===== src/rtl/fwd_hazard_ctrl.sv =====
// ---------------------------------------------------------------------------
// fwd_hazard_ctrl
//
// Forwarding and load-use hazard controller for the 5-stage pipeline.
// It tracks shadow copies of the register-usage fields of the instructions
// in EX and MEM. From these it drives the two ALU operand MUX4 selects and
// detects load-use hazards. On a hazard it freezes PC and IF/ID and inserts
// a bubble into ID/EX. It also keeps a saturating count of stall cycles.
//
// Ports
//   clk_i          clock, all state changes on the rising edge
//   rst_i          asynchronous, active-low reset
//   id_valid_i     an instruction is present in ID
//   id_rs1_i       source register 1 of the ID instruction
//   id_rs2_i       source register 2 of the ID instruction
//   id_rd_i        destination register of the ID instruction
//   id_regwrite_i  the ID instruction writes rd
//   id_memread_i   the ID instruction is a load
//   id_alusrc_i    ALU operand B is the immediate
//   flush_i        kill the ID instruction (taken branch)
//   stall_o        hold PC and IF/ID this cycle (combinational)
//   bubble_o       zero the ID/EX control fields at this edge
//   fwd_a_o        operand-A MUX4 select, valid during the EX cycle
//   fwd_b_o        operand-B MUX4 select, valid during the EX cycle
//   stall_cnt_o    saturating count of stall cycles
//
// Select encoding: 00 ID/EX register data, 01 MEM/WB write-back data,
// 10 EX/MEM ALU result, 11 immediate (operand B only).
// ---------------------------------------------------------------------------
module fwd_hazard_ctrl #(
    parameter int REG_AW = 5,
    parameter int CNT_W  = 16
) (
    input  logic              clk_i,
    input  logic              rst_i,
    input  logic              id_valid_i,
    input  logic [REG_AW-1:0] id_rs1_i,
    input  logic [REG_AW-1:0] id_rs2_i,
    input  logic [REG_AW-1:0] id_rd_i,
    input  logic              id_regwrite_i,
    input  logic              id_memread_i,
    input  logic              id_alusrc_i,
    input  logic              flush_i,
    output logic              stall_o,
    output logic              bubble_o,
    output logic [1:0]        fwd_a_o,
    output logic [1:0]        fwd_b_o,
    output logic [CNT_W-1:0]  stall_cnt_o
);

    typedef enum logic [1:0] {
        SEL_REG   = 2'b00,
        SEL_WB    = 2'b01,
        SEL_EXMEM = 2'b10,
        SEL_IMM   = 2'b11
    } fwd_sel_e;

    // EX-stage record; memread is kept here because only a load sitting in
    // EX can cause a stall.
    logic              exValid_q,    exValid_d;
    logic [REG_AW-1:0] exRd_q,       exRd_d;
    logic              exRegwrite_q, exRegwrite_d;
    logic              exMemread_q,  exMemread_d;

    // MEM-stage record. The WB-stage instruction needs no shadow: its result
    // reaches ID through the register file's write-then-read path, so nothing
    // here ever selects it.
    logic              memValid_q;
    logic [REG_AW-1:0] memRd_q;
    logic              memRegwrite_q;

    fwd_sel_e          fwdA_q, fwdA_d;
    fwd_sel_e          fwdB_q, fwdB_d;
    logic [CNT_W-1:0]  stallCnt_q, stallCnt_d;

    logic              advance;
    logic              exWritesRs1, exWritesRs2;
    logic              memWritesRs1, memWritesRs2;

    // A load in EX whose result the ID instruction needs. Operand B only
    // matters when it is not replaced by the immediate. Flush wins.
    assign stall_o = id_valid_i & ~flush_i & exValid_q & exMemread_q
                   & (exRd_q != '0)
                   & ((exRd_q == id_rs1_i) | (~id_alusrc_i & (exRd_q == id_rs2_i)));

    assign bubble_o = stall_o | flush_i;
    assign advance  = id_valid_i & ~flush_i & ~stall_o;

    // EX/MEM forwarding excludes loads: their data is not ready yet, and the
    // stall above guarantees the consumer is re-evaluated once the load is
    // in MEM. x0 is never a forwarding source.
    assign exWritesRs1  = exValid_q & exRegwrite_q & ~exMemread_q
                        & (exRd_q != '0) & (exRd_q == id_rs1_i);
    assign exWritesRs2  = exValid_q & exRegwrite_q & ~exMemread_q
                        & (exRd_q != '0) & (exRd_q == id_rs2_i);
    assign memWritesRs1 = memValid_q & memRegwrite_q
                        & (memRd_q != '0) & (memRd_q == id_rs1_i);
    assign memWritesRs2 = memValid_q & memRegwrite_q
                        & (memRd_q != '0) & (memRd_q == id_rs2_i);

    // Next EX record and operand selects for the instruction entering EX.
    // The newest producer wins; a bubble entering EX gets 00 selects.
    always_comb begin
        exValid_d    = 1'b0;
        exRd_d       = '0;
        exRegwrite_d = 1'b0;
        exMemread_d  = 1'b0;
        fwdA_d       = SEL_REG;
        fwdB_d       = SEL_REG;
        stallCnt_d   = stallCnt_q;

        if (advance) begin
            exValid_d    = 1'b1;
            exRd_d       = id_rd_i;
            exRegwrite_d = id_regwrite_i;
            exMemread_d  = id_memread_i;

            if (exWritesRs1)       fwdA_d = SEL_EXMEM;
            else if (memWritesRs1) fwdA_d = SEL_WB;

            if (id_alusrc_i)       fwdB_d = SEL_IMM;
            else if (exWritesRs2)  fwdB_d = SEL_EXMEM;
            else if (memWritesRs2) fwdB_d = SEL_WB;
        end

        if (stall_o && (stallCnt_q != '1)) begin
            stallCnt_d = stallCnt_q + CNT_W'(1);
        end
    end

    // Pipeline shadow registers, select registers and stall counter.
    always_ff @(posedge clk_i or negedge rst_i) begin
        if (!rst_i) begin
            exValid_q     <= 1'b0;
            exRd_q        <= '0;
            exRegwrite_q  <= 1'b0;
            exMemread_q   <= 1'b0;
            memValid_q    <= 1'b0;
            memRd_q       <= '0;
            memRegwrite_q <= 1'b0;
            fwdA_q        <= SEL_REG;
            fwdB_q        <= SEL_REG;
            stallCnt_q    <= '0;
        end else begin
            exValid_q     <= exValid_d;
            exRd_q        <= exRd_d;
            exRegwrite_q  <= exRegwrite_d;
            exMemread_q   <= exMemread_d;
            memValid_q    <= exValid_q;
            memRd_q       <= exRd_q;
            memRegwrite_q <= exRegwrite_q;
            fwdA_q        <= fwdA_d;
            fwdB_q        <= fwdB_d;
            stallCnt_q    <= stallCnt_d;
        end
    end

    assign fwd_a_o     = fwdA_q;
    assign fwd_b_o     = fwdB_q;
    assign stall_cnt_o = stallCnt_q;

endmodule


===== config.mk =====
export PLATFORM = sky130hd
export DESIGN_NAME = fwd_hazard_ctrl
export DESIGN_NICKNAME = d
export VERILOG_FILES = /design/src/rtl/fwd_hazard_ctrl.sv
export SDC_FILE = /design/constraint.sdc
export NUM_CORES = 1
export LEC_CHECK = 0
export BUFFER_PORTS_ARGS = -buffer_cell sky130_fd_sc_hd__buf_2
export CORE_UTILIZATION = 52
export DETAILED_ROUTE_END_ITERATION = 8
export PLACE_DENSITY = 0.79
export SETUP_SLACK_MARGIN = 0.1
export SLEW_MARGIN = 20
export SYNTH_ARGS = -nofsm -noshare
export SYNTH_HDL_FRONTEND = slang
export SYNTH_SLANG_ARGS = --single-unit

===== constraint.sdc =====
create_clock -name clk_i -period 2.46 [get_ports clk_i]
set_input_delay 0.123 -clock clk_i [delete_from_list [all_inputs] [get_ports clk_i]]
set_output_delay 0.123 -clock clk_i [all_outputs]
set_load 0.02 [all_outputs]

==> flow_summary.yaml, run 1 <==
status:
  status: "complete, no violations"
floorplanning:
  die_area_sq_mm: 0.003465
  initial_utilization_pct: 55.08
  io_pins: 44
  coreArea_sq_mm: 0.003053
  die_width_um: 58.87
  row_count: 20
  die_h_um: 58.87
clock_tree:
  cts-root-buf: "clkbuf_4"
  ctsLongestPathBuffers: 2
  clock-sinks: 35
  tritoncts: "done"
  numCtsBuffers: 5
  insertion_delay_ns: 0.34
  clkTransAtPathRegs_ns: 0.11
  htreeDepth: 2
min_path:
  hold_class: "input port to flop"
timing:
  report.final.hold_viol_count: 0
  finClkSkew_ns: 0.01008
  layout_min_cycle_time_ns: 2.237
  max_freq_mhz: 447.0
  timing.final.crit_share_pct: 90.93
  relSlewSlack_pct: 50.08
  rsz0062_at_grt: "false"
  setup_tns_ns: 0
  slew_viol_final: 0
  finalSetupViolations: 0
  worst_slew_pin_slew_ns: 0.7489
pwr:
  p_sw_share_pct: 26.40
  power_density_mw_per_mm2: 485.3
  vdd_drop_max_mv: 0.3635
  internal-power_mw: 0.7427
  p_sw_mw: 0.2664
  p_leak_nw: 1.065
  power_frac_comb_pct: 9.7
  clkPwrFrac_pct: 30.9
  finalPower_mw: 1.009
  p_seq_share_pct: 59.4
synthesis:
  synth_cell_type_count: 31
  synth_top_area_cell: "dfrtp_1"
  synth_top_area_share_pct: 52.08
  synthTopCellsByArea: "dfrtp_1, xor2_1, xnor2_1, nor3_1, and2_1"
  avgSynthCellArea_sq_um: 11.52
  synth_fp_nets: 169
  ys_ff_latch: 35
  synth_area_sq_mm: 0.001682
  syn_inst: 146
  ys_seq_area_share_pct: 52.08
  yosysWarnings: 0
detailed_routing:
  avgRoutedWirePerCell_um: 14.60
  post-route-drc-count: 0
  ant_nets: 0
  drt_first_iter_violations: 36
  first_pass_iters: 4
  vias: 1294
  routed_wl_mm: 3.605
  vias_per_cell: 5.239
global_route:
  antenna_found_initial: 0
  grt_pass1_wl_mm: 5.878
  grt_max_degree: 36
  grt.overflow.total: 0
  grt_use_total_pct: 23.68
  grt_pass1_vias: 1284
worst_setup_path:
  arrival_ns: 2.11
  crit_path_end_kind: "output pin"
  r2r_slack_ns: 0.36
  cp_max_fo: 4
  critPathLaunchType: "flop"
  crit_type: "flop to output pin"
  cp.required_ns: 2.34
layout:
  final_nets: 225
  final_cell_area_sq_mm: 0.002079
  final_layout_size_suffix_gt1_share_pct: 31.03
  diodes: 0
  synthToLayoutAreaGrowth_pct: 23.66
  fin_util_pct: 68.11
placement:
  place.port_buffers: 43
  dp_hpwl_mm: 2.591
  place_congestion: 0.8657
  post_dp_cell_area_sq_mm: 0.001924
job:
  max_cap_violations: 0
[metrics by stage]
step	hold WS, ns	std cells	worst slack, ns
5_1_grt	0.03706	247	0.1277
6_report	0.04436	247	0.2231
3_5_place_dp	0.2385	230	0.3766
2_1_floorplan	-0.1726	146	0.4191
3_3_place_gp	0.2261	230	0.4069
4_1_cts	0.01888	247	0.1759
[kinds of logic (layout without fill, tap and decap cells)]
logic type      Yosys count  count (layout)  share of synthesized area, %
compound gates            8               8                         4.986
xor+xnor                 35              35                         18.23
fa+ha+maj                 1               1                        0.7439
buf+inv                   5              62                         2.083
flops                    35              35                         52.08
mux                       1               1                        0.8926
simple gates             61              61                         20.98
[synth_stat cells (all sizes together)]
cell type,instances
and2,7
or2,1
or3,1
buf,3
mux2,1
nor3b,2
o311a,1
o21a,4
o311ai,1
ha,1
nand3,7
nor2b,1
xor2,26
nor4,5
o2111ai,2
nand4,6
nand2,8
and3,1
nor2,7
or4,1
xnor2,9
or2b,1
nor4b,2
nor3,11
inv,2
dfrtp,35
[per-layer routing]
metal / GRT usage, % / vias to the layer above / routed length [um]
met4: 12.59 / 0 / 124
met3: 6.813 / 14 / 167
met2: 37.50 / 40 / 1727
met1: 29.34 / 609 / 1586
met5: 0 / - / 0
li1: - / 631 / -
[power groups by stage]
stage | logic (mW) | clock network (mW) | registers [mW]
after CTS | 0.0972 | 0.323 | 0.599
after global placement | 0.0834 | 0 | 0.609
after global routing | 0.108 | 0.344 | 0.601
after floorplan | 0.0454 | 0 | 0.609
final | 0.0983 | 0.312 | 0.599
after detailed placement | 0.0868 | 0 | 0.611
[cell type report]
cell class	count	area (sq um)
fillers	243	973.4
flip-flops and latches	35	875.8
multi-input cells	106	780.7
repair buffers	52	302.8
well taps	44	55.05
clock buffers	5	37.54
clock inverters	3	20.02
inverters	2	7.507
[worst max-delay path, stage by stage, from the launching register on]
cell and delay (ns):
dfrtp_1 0.45, or4_4 0.58, o2111ai_4 0.23, nor2_2 0.08
or2_2 0.27, buf_2 0.16
[cell usage in the layout, fill, tap and decap left out, drive strengths merged, types with 6 or more instances in the layout]
master       instances
and2                 7
buf                 44
dfrtp               35
dlygate4sd3          8
nand2                8
nand3                7
nand4                6
nor2                 7
nor3                11
xnor2                9
xor2                26
[worst paths after layout]
| kind | depth (start not counted) | endpoint | startpoint |
|---|---|---|---|
| max in group asynchronous | 2 | stall_cnt_o[8]$_DFFE_PN0P_ | rst_i |
| max reg2reg | 5 | fwd_a_o[0]$_DFF_PN0_ | exRd_q[0]$_DFF_PN0_ |
| min in group asynchronous | 2 | fwd_b_o[0]$_DFF_PN0_ | rst_i |
| max | 5 | bubble_o | exRd_q[0]$_DFF_PN0_ |
| min reg2reg | 0 | memRegwrite_q$_DFF_PN0_ | exRegwrite_q$_DFF_PN0_ |
| min | 2 | fwd_b_o[1]$_DFF_PN0_ | id_alusrc_i |
[repair_timing]
action,4_1_cts,5_1_grt
endpoints found under the hold margin,42,0
pin swaps,1,0
setup endpoints to repair,1,1
gates resized for setup,1,2
setup buffers,1,0
hold buffers,8,0
[state kept, by name (all words and copies together), names as in the netlist]
register / cells
exRd_q: 5
fwd_b_o: 2
fwd_a_o: 2
memRegwrite_q: 1
exRegwrite_q: 1
memRd_q: 5
stall_cnt_o: 16
exValid_q: 1
memValid_q: 1
exMemread_q: 1
(Power assumes the default switching activity.)
==> run 2: changes to the inputs <==
--- a/config.mk
+++ b/config.mk
@@ -6,9 +6,9 @@
 export NUM_CORES = 1
 export LEC_CHECK = 0
 export BUFFER_PORTS_ARGS = -buffer_cell sky130_fd_sc_hd__buf_2
-export CORE_UTILIZATION = 52
+export CORE_UTILIZATION = 45
 export DETAILED_ROUTE_END_ITERATION = 8
-export PLACE_DENSITY = 0.79
+export PLACE_DENSITY = 0.7
 export SETUP_SLACK_MARGIN = 0.1
 export SLEW_MARGIN = 20
 export SYNTH_ARGS = -nofsm -noshare
==> run 2 against run 1 <==
  * Design area shrank 0.78%
  * Clock skew fell by 0.0050 ns
  * Fmax increased by 1.5%
  * Critical path depth stayed put
  * Sequential share of layout area rose by 0.33 points
  * Via count shrank 2.4%
  * Register-to-register slack barely moved
  * Largest power group unchanged
==> flow_summary.yaml, run 2 (synthesis results as in run 1) <==
status:
  status: "complete, no violations"
min_path:
  hold_class: "input port to flop"
timing:
  slew_viol_final: 0
  relSlewSlack_pct: 50.33
  worst_slew_pin_slew_ns: 0.7451
  layout_min_cycle_time_ns: 2.204
  timing.final.crit_share_pct: 89.59
  hold_slack_ns: 0.04226
  max_freq_mhz: 453.7
  rsz0062_at_grt: "false"
  report.final.hold_viol_count: 0
  finalSetupViolations: 0
  setup_tns_ns: 0
  finClkSkew_ns: 0.005033
detailed_routing:
  post-route-drc-count: 0
  vias_per_cell: 5.219
  ant_nets: 0
  avgRoutedWirePerCell_um: 13.81
  first_pass_iters: 4
  vias: 1263
  routed_wl_mm: 3.343
  drt_first_iter_violations: 54
worst_setup_path:
  cp.required_ns: 2.34
  crit_type: "flop to output pin"
  cp_max_fo: 4
  arrival_ns: 2.08
  crit_path_end_kind: "output pin"
  critPathLaunchType: "flop"
layout:
  final_cells: 242
  ff_latch_area_sq_um: 875.8
  diodes: 0
  final_nets: 218
  multi_input_area_sq_um: 772.0
  synthToLayoutAreaGrowth_pct: 22.69
  final_common_cell: "buf_2"
  final_layout_size_suffix_gt1_share_pct: 31.63
  final_cell_area_sq_mm: 0.002063
  layout_common_cells: "buf_2, dfrtp_1, xor2_1"
  num-fill-cells: 294
  largest_reg_flops: 16
floorplanning:
  io_pins: 44
  die_area_sq_mm: 0.003985
  die_h_um: 63.13
  row_count: 21
  coreArea_sq_mm: 0.003468
  initial_utilization_pct: 48.48
  die_width_um: 63.13
clock_tree:
  insertion_delay_ns: 0.29
  clkTransAtPathRegs_ns: 0.06
  tritoncts: "done"
  cts-root-buf: "clkbuf_8"
  clock-sinks: 35
  ctsLongestPathBuffers: 2
  numCtsBuffers: 5
  htreeDepth: 2
global_route:
  grt_pass1_wl_mm: 5.878
  grt_max_degree: 36
  grt_use_total_pct: 19.44
  grt.overflow.total: 0
  grt_pass1_vias: 1324
  antenna_found_initial: 0
pwr:
  finalPower_mw: 1.211
  vdd_drop_max_mv: 0.3359
  power_density_mw_per_mm2: 587.1
  p_leak_nw: 1.069
placement:
  dpl.cell_count: 232
  place_congestion: 0.8488
  place.port_buffers: 43
  dp_hpwl_mm: 2.536
  post_dp_cell_area_sq_mm: 0.001927
job:
  max_cap_violations: 0
run 2: cell types whose count changed in the layout (fill, tap and decap cells not counted):
cell / before / now
bufinv_16: 0 / 1
clkbuf_4: 5 / 0
clkbuf_8: 0 / 6
clkinvlp_4: 2 / 0
dlygate4sd3_1: 8 / 1
nor2_1: 5 / 6
nor2_2: 1 / 0
o21a_2: 0 / 1
o21a_4: 1 / 0
run 2: worst paths after layout:
check | from | endpoint | slack, ns | depth (start not counted)
min reg2reg | exRegwrite_q$_DFF_PN0_ | memRegwrite_q$_DFF_PN0_ | 0.38 | 0
max in group asynchronous | rst_i | stall_cnt_o[8]$_DFFE_PN0P_ | 1.54 | 2
min | id_rd_i[1] | exRd_q[1]$_DFF_PN0_ | 0.04 | 2
min in group asynchronous | rst_i | fwd_b_o[1]$_DFF_PN0_ | 0.44 | 2
max reg2reg | stall_cnt_o[0]$_DFFE_PN0P_ | stall_cnt_o[1]$_DFFE_PN0P_ | 0.35 | 7
max | exRd_q[0]$_DFF_PN0_ | bubble_o | 0.26 | 5
run 2: metal layers:
layer  share of wire, %  track usage [%]  vias up
met2                 47            30.91       37
met3                4.5            5.435        7
met1                 46            24.17      612
li1                   -                -      607
met5                  0                0        -
met4                1.9            9.593        0
run 2: through the flow:
| stage | util, % | worst slack [ns] |
|---|---|---|
| after floorplan | - | 0.4191 |
| after global placement | 55.56 | 0.3859 |
| after detailed placement | 55.56 | 0.3576 |
| after CTS | 59.24 | 0.1369 |
| after global routing | 59.49 | 0.1669 |
| final | 59.49 | 0.2560 |
run 2: area by class of cell:
| cell class | count | share of cell area, % |
|---|---|---|
| tap | 46 | 2.790 |
| multi-input combinational | 106 | 37.42 |
| clock inverter | 2 | 1.698 |
| inverter | 2 | 0.3639 |
| timing repair buffer | 45 | 11.28 |
| sequential | 35 | 42.45 |
| clock buffer | 6 | 4.002 |
run 2: worst max-delay path: stages (launching register included):
cell	delay [ns]
dfrtp_1	0.43
or4_4	0.58
o2111ai_4	0.26
nor2_1	0.10
or2_2	0.28
buf_2	0.16
run 2: what timing repair did:
action | 4_1_cts | 5_1_grt
endpoints found under the setup margin | 0 | 1
gates resized for setup | 0 | 1
endpoints found under the hold margin | 35 | 0
hold buffers | 1 | 0
setup buffers | 0 | 1
run 2: report_power, final:
| part | internal (mW) | total [mW] | switching, mW |
|---|---|---|---|
| Combinational | 0.0394 | 0.0858 | 0.0464 |
| Clock | 0.328 | 0.527 | 0.199 |
| Sequential | 0.587 | 0.599 | 0.0121 |
==> run 3: changes to the inputs <==
==> constraint.sdc (replaced) <==
create_clock -name clk_i -period 2.8 [get_ports clk_i]
set_input_delay 0.14 -clock clk_i [delete_from_list [all_inputs] [get_ports clk_i]]
set_output_delay 0.14 -clock clk_i [all_outputs]
set_load 0.02 [all_outputs]
==> run 3 against run 2 <==
  * Die area is the same
  * Setup slack gained 0.23 ns
  * Clock power shrank 36%
  * Via count fell by 0.16%
  * Largest power group unchanged
  * Highest routed layer unchanged
  * Sequential cell count unchanged
  * Final cell count decreased by 0.41%
  * Sequential power decreased by 12%
==> flow_summary.yaml, run 3 (synthesis results as in run 1) <==
floorplanning:
  die_area_sq_mm: 0.003985
  io_pins: 44
  die_width_um: 63.13
  row_count: 21
  coreArea_sq_mm: 0.003468
  initial_utilization_pct: 48.48
  die_h_um: 63.13
detailed_routing:
  routed_wl_mm: 3.361
  vias_per_cell: 5.232
  post-route-drc-count: 0
  vias: 1261
  drt_first_iter_violations: 55
  avgRoutedWirePerCell_um: 13.95
  ant_nets: 0
  first_pass_iters: 4
clock_tree:
  tritoncts: "done"
  clock-sinks: 35
  ctsLongestPathBuffers: 2
  numCtsBuffers: 5
  htreeDepth: 2
  insertion_delay_ns: 0.28
  postCtsSetupBuffers: 0
  cts-root-buf: "clkbuf_8"
  clkTransAtPathRegs_ns: 0.06
pwr:
  p_leak_nw: 1.045
  finalPower_mw: 0.9386
  power_density_mw_per_mm2: 465.1
  vdd_drop_max_mv: 0.3353
worst_setup_path:
  crit_chain: "or4_4 > o2111ai_4 > nor2_1 > or2_2 > buf_2"
  cp_top_family: "simple AND/OR/NAND/NOR gates"
  arrival_ns: 2.17
  cp.required_ns: 2.66
  cp_max_fo: 9
  crit_path_end_kind: "output pin"
  slowest_stage: "or4_4"
  critPathLaunchType: "flop"
  crit_buf_inv: 1
  crit_type: "flop to output pin"
  critical_path.max_stage_delay_ns: 0.58
min_path:
  hold_class: "input port to flop"
timing:
  finClkSkew_ns: 0.007093
  max_freq_mhz: 432.6
  hold_slack_ns: 0.06449
  rsz0062_at_grt: "false"
  relSlewSlack_pct: 49.41
  finalSetupViolations: 0
  worst_slew_pin_slew_ns: 0.7588
  slew_viol_final: 0
  timing.final.crit_share_pct: 82.55
  layout_min_cycle_time_ns: 2.311
  setup_tns_ns: 0
  report.final.hold_viol_count: 0
layout:
  final_cells: 241
  num-fill-cells: 299
  layout_common_cells: "buf_2, dfrtp_1, xor2_1"
  synthToLayoutAreaGrowth_pct: 20.02
  fin_util_pct: 58.19
  final_nets: 217
  final_common_cell: "buf_2"
  final_layout_size_suffix_gt1_share_pct: 29.74
  largest_reg_flops: 16
  diodes: 0
global_route:
  grt_pass1_wl_mm: 5.761
  grt.overflow.total: 0
  antenna_found_initial: 0
  grt_max_degree: 36
  grt_use_total_pct: 18.75
  grt_pass1_vias: 1267
placement:
  dp_hpwl_mm: 2.540
  dpl.cell_count: 232
  place_congestion: 0.8011
  place.port_buffers: 43
status:
  status: "complete, no violations"
job:
  max_cap_violations: 0
run 3: final timing paths:
check,startpoint,slack (ns),endpoint,depth (start not counted)
hold reg to reg,exRegwrite_q$_DFF_PN0_,0.37,memRegwrite_q$_DFF_PN0_,0
hold / removal,id_rd_i[2],0.06,exRd_q[2]$_DFF_PN0_,2
setup reg to reg,stall_cnt_o[0]$_DFFE_PN0P_,0.62,stall_cnt_o[1]$_DFFE_PN0P_,7
setup / recovery,exRd_q[0]$_DFF_PN0_,0.49,bubble_o,5
min in group asynchronous,rst_i,0.47,memRd_q[0]$_DFF_PN0_,2
max in group asynchronous,rst_i,1.85,stall_cnt_o[2]$_DFFE_PN0P_,2
run 3: layer usage:
| metal | wire length (um) | part of all wire (%) | vias up | global-route usage [%] |
|---|---|---|---|---|
| li1 | - | - | 598 | - |
| met1 | 1586 | 47 | 613 | 24.32 |
| met2 | 1551 | 46 | 44 | 29.84 |
| met3 | 176 | 5.2 | 6 | 4.529 |
| met4 | 46 | 1.4 | 0 | 7.849 |
| met5 | 0 | 0 | - | 0 |
run 3: repair_timing:
action,4_1_cts,5_1_grt
endpoints found under the hold margin,35,0
resized for setup,0,0
endpoints found under the setup margin,0,0
hold buffers,1,0
run 3: area by class of cell:
cell class	count	area [sq um]	share of cell area (%)
clock buffer	7	76.32	3.782
sequential	35	875.8	43.40
multi-input combinational	106	770.7	38.19
timing repair buffer	44	225.2	11.16
clock inverter	1	5.005	0.2480
tap	46	57.56	2.852
inverter	2	7.507	0.3720
run 3: power breakdown:
part	total [mW]	leakage (nW)	internal, mW	switching (mW)
sequential	0.526	0.479	0.516	0.0106
combinational	0.0755	0.524	0.0344	0.0411
clock	0.337	0.0422	0.174	0.163
run 3: stage by stage:
step	instance area, sq um	setup slack, ns
final	2018	0.4886
after global routing	2018	0.3043
after CTS	2018	0.4675
after detailed placement	1927	0.6529
after global placement	1927	0.7244
after floorplan	1682	0.7591
